File: src/rtl/softmax_vec_packer_if.sv
// rtl/softmax_vec_packer_if.sv - beat stream in / packed vector out bundle for softmax_vec_packer
//
// Purpose: groups the int8 beat stream (s_t*) and the packed vector output
// (input_data/in_valid/out_count/out_vec_idx) of the vector packer.
// Modports:
//    slave  - packer side: consumes the beat stream, drives the vector outputs
//    master - producer/observer side: drives the beat stream, sees the vectors
interface softmax_vec_packer_if #(
   parameter int LANES     = 8,
   parameter int VEC_ELEMS = 64,
   parameter int IDX_W     = 16
);
   logic [LANES*8-1:0]     s_tdata;
   logic [LANES-1:0]       s_tkeep;
   logic                   s_tlast;
   logic                   s_tvalid;
   logic                   s_tready;
   logic [VEC_ELEMS*8-1:0] input_data;
   logic                   in_valid;
   logic [6:0]             out_count;
   logic [IDX_W-1:0]       out_vec_idx;

   modport slave (
      input  s_tdata, s_tkeep, s_tlast, s_tvalid,
      output s_tready, input_data, in_valid, out_count, out_vec_idx
   );

   modport master (
      output s_tdata, s_tkeep, s_tlast, s_tvalid,
      input  s_tready, input_data, in_valid, out_count, out_vec_idx
   );
endinterface

File: src/rtl/softmax_vec_packer.sv
// rtl/softmax_vec_packer.sv - packs an int8 beat stream into 64-element padded vectors
//
// Purpose: accumulates LANES signed int8 elements per accepted beat into a
// VEC_ELEMS-element vector. A vector closes on tlast or when the last beat
// slot is filled; it is then presented on input_data with a one-cycle in_valid,
// together with the kept-element count and a running vector index. Unused or
// masked elements are PAD_VALUE so they never win a max search downstream.
// Ports:
//    aclk  - clock, rising edge
//    rst_n - synchronous active-low reset
//    bus   - softmax_vec_packer_if.slave (s_tdata/s_tkeep/s_tlast/s_tvalid/s_tready in,
//            input_data/in_valid/out_count/out_vec_idx out)
module softmax_vec_packer #(
   parameter int         LANES     = 8,
   parameter int         VEC_ELEMS = 64,
   parameter logic [7:0] PAD_VALUE = 8'h80,
   parameter int         IDX_W     = 16
) (
   input logic                 aclk,
   input logic                 rst_n,
   softmax_vec_packer_if.slave bus
);
   localparam int BEATS  = VEC_ELEMS / LANES;
   localparam int BCNT_W = (BEATS > 1) ? $clog2(BEATS) : 1;
   localparam int VEC_W  = VEC_ELEMS * 8;
   localparam logic [BCNT_W-1:0] LAST_BEAT = BCNT_W'(BEATS - 1);
   localparam logic [VEC_W-1:0]  PAD_FILL  = {VEC_ELEMS{PAD_VALUE}};

   logic              ready_q;
   logic [BCNT_W-1:0] bcnt_q, bcnt_d;
   logic [6:0]        cnt_q, cnt_d;
   logic [VEC_W-1:0]  acc_q, acc_d;
   logic [VEC_W-1:0]  data_q, data_d;
   logic [6:0]        out_cnt_q, out_cnt_d;
   logic              valid_q, valid_d;
   logic [IDX_W-1:0]  idx_q, idx_d;
   logic [IDX_W-1:0]  idx_next_q, idx_next_d;

   logic              accept;
   logic              close;
   logic [6:0]        kept;
   logic [VEC_W-1:0]  merged;

   always_comb begin
      accept = bus.s_tvalid & ready_q;
      close  = accept & (bus.s_tlast | (bcnt_q == LAST_BEAT));

      // Accumulator with the current beat's lanes written into its slot.
      merged = acc_q;
      kept   = '0;
      for (int k = 0; k < LANES; k++) begin
         if (bus.s_tkeep[k]) begin
            merged[(int'(bcnt_q) * LANES + k) * 8 +: 8] = bus.s_tdata[k * 8 +: 8];
            kept = kept + 7'd1;
         end else begin
            merged[(int'(bcnt_q) * LANES + k) * 8 +: 8] = PAD_VALUE;
         end
      end

      bcnt_d     = bcnt_q;
      cnt_d      = cnt_q;
      acc_d      = acc_q;
      data_d     = data_q;
      out_cnt_d  = out_cnt_q;
      idx_d      = idx_q;
      idx_next_d = idx_next_q;
      valid_d    = close;

      if (close) begin
         data_d     = merged;
         out_cnt_d  = cnt_q + kept;
         idx_d      = idx_next_q;
         idx_next_d = idx_next_q + 1'b1;
         // Refill with padding so a following short vector is padded past its tlast.
         acc_d      = PAD_FILL;
         bcnt_d     = '0;
         cnt_d      = '0;
      end else if (accept) begin
         acc_d  = merged;
         bcnt_d = bcnt_q + 1'b1;
         cnt_d  = cnt_q + kept;
      end
   end

   always_ff @(posedge aclk) begin
      if (!rst_n) begin
         ready_q    <= 1'b0;
         bcnt_q     <= '0;
         cnt_q      <= '0;
         acc_q      <= PAD_FILL;
         data_q     <= '0;
         out_cnt_q  <= '0;
         valid_q    <= 1'b0;
         idx_q      <= '0;
         idx_next_q <= '0;
      end else begin
         // Double-buffered output: the consumer never stalls, so ready stays high.
         ready_q    <= 1'b1;
         bcnt_q     <= bcnt_d;
         cnt_q      <= cnt_d;
         acc_q      <= acc_d;
         data_q     <= data_d;
         out_cnt_q  <= out_cnt_d;
         valid_q    <= valid_d;
         idx_q      <= idx_d;
         idx_next_q <= idx_next_d;
      end
   end

   assign bus.s_tready    = ready_q;
   assign bus.input_data  = data_q;
   assign bus.in_valid    = valid_q;
   assign bus.out_count   = out_cnt_q;
   assign bus.out_vec_idx = idx_q;
endmodule
File: src/flat_wrapper.sv
// flat-port wrapper written by rule: the top's interface ports become plain ports
module softmax_vec_packer_flat 
#(
   parameter int         LANES     = 8,
   parameter int         VEC_ELEMS = 64,
   parameter logic [7:0] PAD_VALUE = 8'h80,
   parameter int         IDX_W     = 16
)
  (aclk, rst_n, bus_s_tdata, bus_s_tkeep, bus_s_tlast, bus_s_tvalid, bus_s_tready, bus_input_data, bus_in_valid, bus_out_count, bus_out_vec_idx);
  softmax_vec_packer_if #(.LANES(LANES), .VEC_ELEMS(VEC_ELEMS), .IDX_W(IDX_W)) bus_i ();
  input logic aclk;
  input logic rst_n;
  input wire logic [$bits(bus_i.s_tdata)-1:0] bus_s_tdata;
  input wire logic [$bits(bus_i.s_tkeep)-1:0] bus_s_tkeep;
  input wire logic [$bits(bus_i.s_tlast)-1:0] bus_s_tlast;
  input wire logic [$bits(bus_i.s_tvalid)-1:0] bus_s_tvalid;
  output wire logic [$bits(bus_i.s_tready)-1:0] bus_s_tready;
  output wire logic [$bits(bus_i.input_data)-1:0] bus_input_data;
  output wire logic [$bits(bus_i.in_valid)-1:0] bus_in_valid;
  output wire logic [$bits(bus_i.out_count)-1:0] bus_out_count;
  output wire logic [$bits(bus_i.out_vec_idx)-1:0] bus_out_vec_idx;
  assign bus_i.s_tdata = bus_s_tdata;
  assign bus_i.s_tkeep = bus_s_tkeep;
  assign bus_i.s_tlast = bus_s_tlast;
  assign bus_i.s_tvalid = bus_s_tvalid;
  assign bus_s_tready = bus_i.s_tready;
  assign bus_input_data = bus_i.input_data;
  assign bus_in_valid = bus_i.in_valid;
  assign bus_out_count = bus_i.out_count;
  assign bus_out_vec_idx = bus_i.out_vec_idx;
  softmax_vec_packer #(.LANES(LANES), .VEC_ELEMS(VEC_ELEMS), .PAD_VALUE(PAD_VALUE), .IDX_W(IDX_W)) u_core (.aclk(aclk), .rst_n(rst_n), .bus(bus_i));
endmodule
File: config.mk
export PLATFORM = sky130hd
export DESIGN_NAME = softmax_vec_packer_flat
export DESIGN_NICKNAME = d
export VERILOG_FILES = /design/src/rtl/softmax_vec_packer_if.sv /design/src/rtl/softmax_vec_packer.sv /design/src/flat_wrapper.sv
export SDC_FILE = /design/constraint.sdc
export NUM_CORES = 2
export LEC_CHECK = 0
export ABC_AREA = 1
export ABC_CLOCK_PERIOD_IN_PS = 6100
export CAP_MARGIN = 20
export CELL_PAD_IN_SITES_DETAIL_PLACEMENT = 1
export CELL_PAD_IN_SITES_GLOBAL_PLACEMENT = 1
export CORE_ASPECT_RATIO = 1.1
export CORE_MARGIN = 4
export CORE_UTILIZATION = 40
export CTS_CLUSTER_SIZE = 16
export DETAILED_ROUTE_END_ITERATION = 8
export DONT_BUFFER_PORTS = 1
export GPL_TIMING_DRIVEN = 0
export PLACE_DENSITY_LB_ADDON = 0.08
export SYNTH_ARGS = -nofsm -noshare
export SYNTH_HDL_FRONTEND = slang
export SYNTH_SLANG_ARGS = --single-unit
export TNS_END_PERCENT = 5
File: constraint.sdc
create_clock -name aclk -period 6.1 [get_ports aclk]
set_input_delay 1.22 -clock aclk [delete_from_list [all_inputs] [get_ports aclk]]
set_output_delay 1.22 -clock aclk [all_outputs]
set_load 0.01 [all_outputs]
==> metrics list <==
- Clock root buffer: clkbuf_16
* Shortest period the worst path allows: 5.753 ns
* Sequential-to-total area share from yosys stat: between 40% and 50%
- Average detailed-routed wire length per instance: ~28 um
- Result of the run: finished clean
* First drt pass iteration count: 6
- Post-cts resize count: 0
- In the routed design, unresolved DRC markers number 0.
- In this run the critical register-to-register path is launched from u_core.bcnt_q[1].
* Critical Path Start Type: input port
* DRT Wirelength: 201.6 mm
- The count of nets left with antenna violations once routing finished came out at 0.
- Top achievable clock speed: 0.1738 GHz
- Worst path most repeated cell: ha_1
- Measured against its own limit, the worst slew margin works out to between 20% and 30%.
- At the end of routability-driven placement, the weighted congestion stood at 0.9240.
* Max Fanout on Critical Path: 10
* Endpoints failing hold: 0
* Depth of the most critical reg-to-reg path: 10
- After legalization and detailed placement, the total HPWL measured approximately 160 mm.
- Setup clock skew after layout: ~0.036 ns
* Number of max-capacitance violations reported: 0
- Synthesized netlist cell count: 5,581
- Net count, final: 5,804
- Static leakage: 22.32 nW
- Yosys printed 0 warnings.
- Number of sinks driven by the clock tree: 1,075
- Tot GR Track Use: 33.09%
- Core region area: 109,600 sq um
- Overall power after layout: 16.84 mW
- Share of flip-flops with an asynchronous set or reset: 0%
- Clock insertion delay at the later pin of the skew report: 0.76 ns
- Dominant cell by count in the synthesized netlist: inv_1
- Once layout is complete, the cells apart from fillers number 7,224.
- Across the whole layout, storage elements account for between 20,000 and 25,000 sq um.
- Counting flops with a built-in enable in the synthesized netlist gives 0.
- Library cell occupying the most area in the post-synthesis netlist: dfxtp_1
* Initial Utilization: between 40% and 50%
* Number of stages on the worst hold path: 2
- Ranked by instance count, the synthesized netlist is headed by inv_1 (1,178), dfxtp_1 (1,075), o21ai_0 (577), a21oi_1 (515).
- Row generation in the floorplan step produced 127 rows.
- The first global-routing pass estimated roughly 280 mm of wire.
- Hold-fix buffers, CTS: 0
* Pins Over Slew Limit: 0
- Ranked by total cell area, the synthesized netlist is headed by dfxtp_1 (48%), inv_1 (10%), a22o_1 (8.4%).
- Initial antenna violation count: 17
* DP Cell Count: 7,004
- For the pin with the worst max-slew slack, the measured transition is ~1.2 ns.
- Area grow syn2layout: 13.48%
* Die Height: 357.6 um
* Fraction of layout cells with a size suffix above 1: 8.733%
* Number of buffers inserted by port buffering: 0
* Unrepaired setup endpoints after global routing: no
- 613 I/O pins were placed.
* Via count of the first global-routing pass: 39.92k
- CTS H-Tree Depth: 3
* Post-DR vias/cell: 5.716
* Multi-input gate area: 16,430 sq um
- TritonCTS built the clock tree.
- Destination of the worst hold path: u_core.idx_next_q[15]
- Data arrival time of the worst path: roughly 6.4 ns
* Synthesized netlist net count: around 5.7k
- Initial drt markers: 3,570
- Startpoint of the worst hold path: u_core.idx_next_q[15]
- Max Root-Sink Buffers: 3
- In this run the horizontal extent of the chip is 325.8 um.
* Postcts setup bufs: 0
- Area of the die: approximately 120,000 sq um
- Worst endpoint required time: approximately 6.8 ns
- In this run the mean area of a mapped cell was between 7 and 8 sq um.
- Fill cells in the final layout number around 13k.
- Main synth FF type: dfxtp_1
- Once layout is complete, the utilization of the core stands at a little under half.
* Critical Path End Type: flip-flop
- Entering global routing, the biggest net connects 16 pins.
- The setup check on the worst reg-to-reg path leaves a slack of around 2.2 ns.
- Stage delay of the slowest cell on the critical path: roughly 0.50 ns
- The routed layout has 41.29k vias.
- In this run the biggest area consumer among cell types represents 48.44% of the synthesized area.
- Clock-pin slew was measured on the worst setup and hold paths at 0.06 ns.
- Unique masters post-synth: 39
* Crit-path slowest cell: xnor2_2
- After global routing the overflow that remains totals 0.
* Post-synthesis sequential element count: 1,075
* Final setup vio count: 0
* Worst ir drop on vdd: 0.0002806 V
* End of the worst register-to-register path: u_core.acc_q[282]
- The worst setup path is of the in -> reg kind.
- Class of the tightest hold or removal check: reg -> reg
- The synthesized netlist occupies a cell area of about 44,000 sq um.
* Power per cell area: about 330 nW/um^2
- Buffers inserted during clock tree synthesis total 116.
* Share of the clock period used by the worst path after layout: between 90% and 100%
worst max-delay path, delay by kind of cell:
kind                       cells  cell delay (ns)
AOI/OAI and AO/OA              4             0.62
xor gates and xnor gates       3             0.86
adders and majority gates      6             1.79
buffers and inverters          6             0.65
and+or+nand+nor               11             1.28
area by class of cell:
| cell class | count | area share (%) |
|---|---|---|
| Tap cell | 1419 | 3.521 |
| Multi-Input combinational cell | 2883 | 32.59 |
| Buffer | 413 | 3.844 |
| Clock buffer | 170 | 6.963 |
| Timing Repair Buffer | 4 | 0.1191 |
| Inverter | 1210 | 9.020 |
| Antenna cell | 11 | 0.05459 |
| Sequential cell | 1075 | 42.68 |
| Clock inverter | 39 | 1.201 |
power by group:
group | switching [mW] | leakage (nW) | internal (mW)
clock network | 3.10 | 2.04 | 4.59
registers | 0.175 | 8.75 | 7.30
logic | 1.22 | 11.5 | 0.454
state kept, by name (all words and copies together), names as in the netlist:
name	cells
u_core.bus.out_vec_idx	16
u_core.cnt_q	7
u_core.bus.s_tready	1
u_core.bus.in_valid	1
u_core.idx_next_q	16
u_core.bus.out_count	7
u_core.acc_q	512
u_core.bus.input_data	512
u_core.bcnt_q	3
placed cells by master, fill, tap and decap left out, types with 4 or more instances in the layout:
cell type  count
inv_1       1178
dfxtp_1     1075
o21ai_0      576
a21oi_1      515
o22ai_1      427
a22o_1       427
nand2_1      342
buf_2        226
nor3_1       208
clkbuf_1     151
nor2_1       140
clkbuf_16    120
o21ai_1       95
clkbuf_8      32
buf_1         30
inv_2         26
nand3_1       25
o211ai_1      24
ha_1          24
nand4_1       22
clkinv_2      22
buf_4         20
bufinv_16     15
a31oi_1       14
diode_2       11
nand2_2        8
nor2_2         7
nor2_4         6
buf_6          4
xor2_1         4
xnor2_1        4
buf_8          4
routing by layer:
metal | up-vias | track usage (%) | share of wire, %
met4 | 4 | 16.76 | 5.5
met3 | 381 | 9.177 | 8.3
met1 | 20510 | 40.29 | 41
met5 | - | 0 | 0.011
met2 | 1441 | 53.91 | 46
li1 | 18960 | - | -
metrics by stage:
step / area [sq um] / setup WS, ns / hold slack, ns / TNS (ns)
floorplan: 44430 / 0.5844 / 0.4325 / 0
global placement: 46210 / -0.5826 / 0.4458 / -1.297
detailed placement: 46270 / -0.6243 / 0.4565 / -1.387
CTS: 50380 / 0.1538 / 0.4514 / 0
global route: 50390 / 0.009529 / 0.4777 / 0
finish: 50420 / 0.3468 / 0.4672 / 0
worst max path at each step:
stage	from	end	slack, ns
after floorplan	bus_s_tkeep[0]	u_core.cnt_q[5]	0.58
after global placement	bus_s_tkeep[0]	u_core.cnt_q[6]	-0.58
after detailed placement	bus_s_tkeep[0]	u_core.cnt_q[6]	-0.62
after CTS	bus_s_tkeep[0]	u_core.cnt_q[6]	0.15
after global routing	bus_s_tkeep[0]	u_core.cnt_q[6]	0.01
final	bus_s_tkeep[0]	u_core.bus.out_count[6]	0.35
logic make-up after synthesis:
group                      after synthesis  share of synthesized area (%)
buffers and inverters                 1623                          14.60
muxes                                    1                        0.02534
other                                    1                       0.008440
and+or+nand+nor                        766                          7.572
AOI/OAI and AO/OA                     2081                          28.46
adders and majority gates               25                         0.7209
xor gates and xnor gates                 9                         0.1774
DFF                                   1075                          48.44
(Power assumes the default switching activity.)
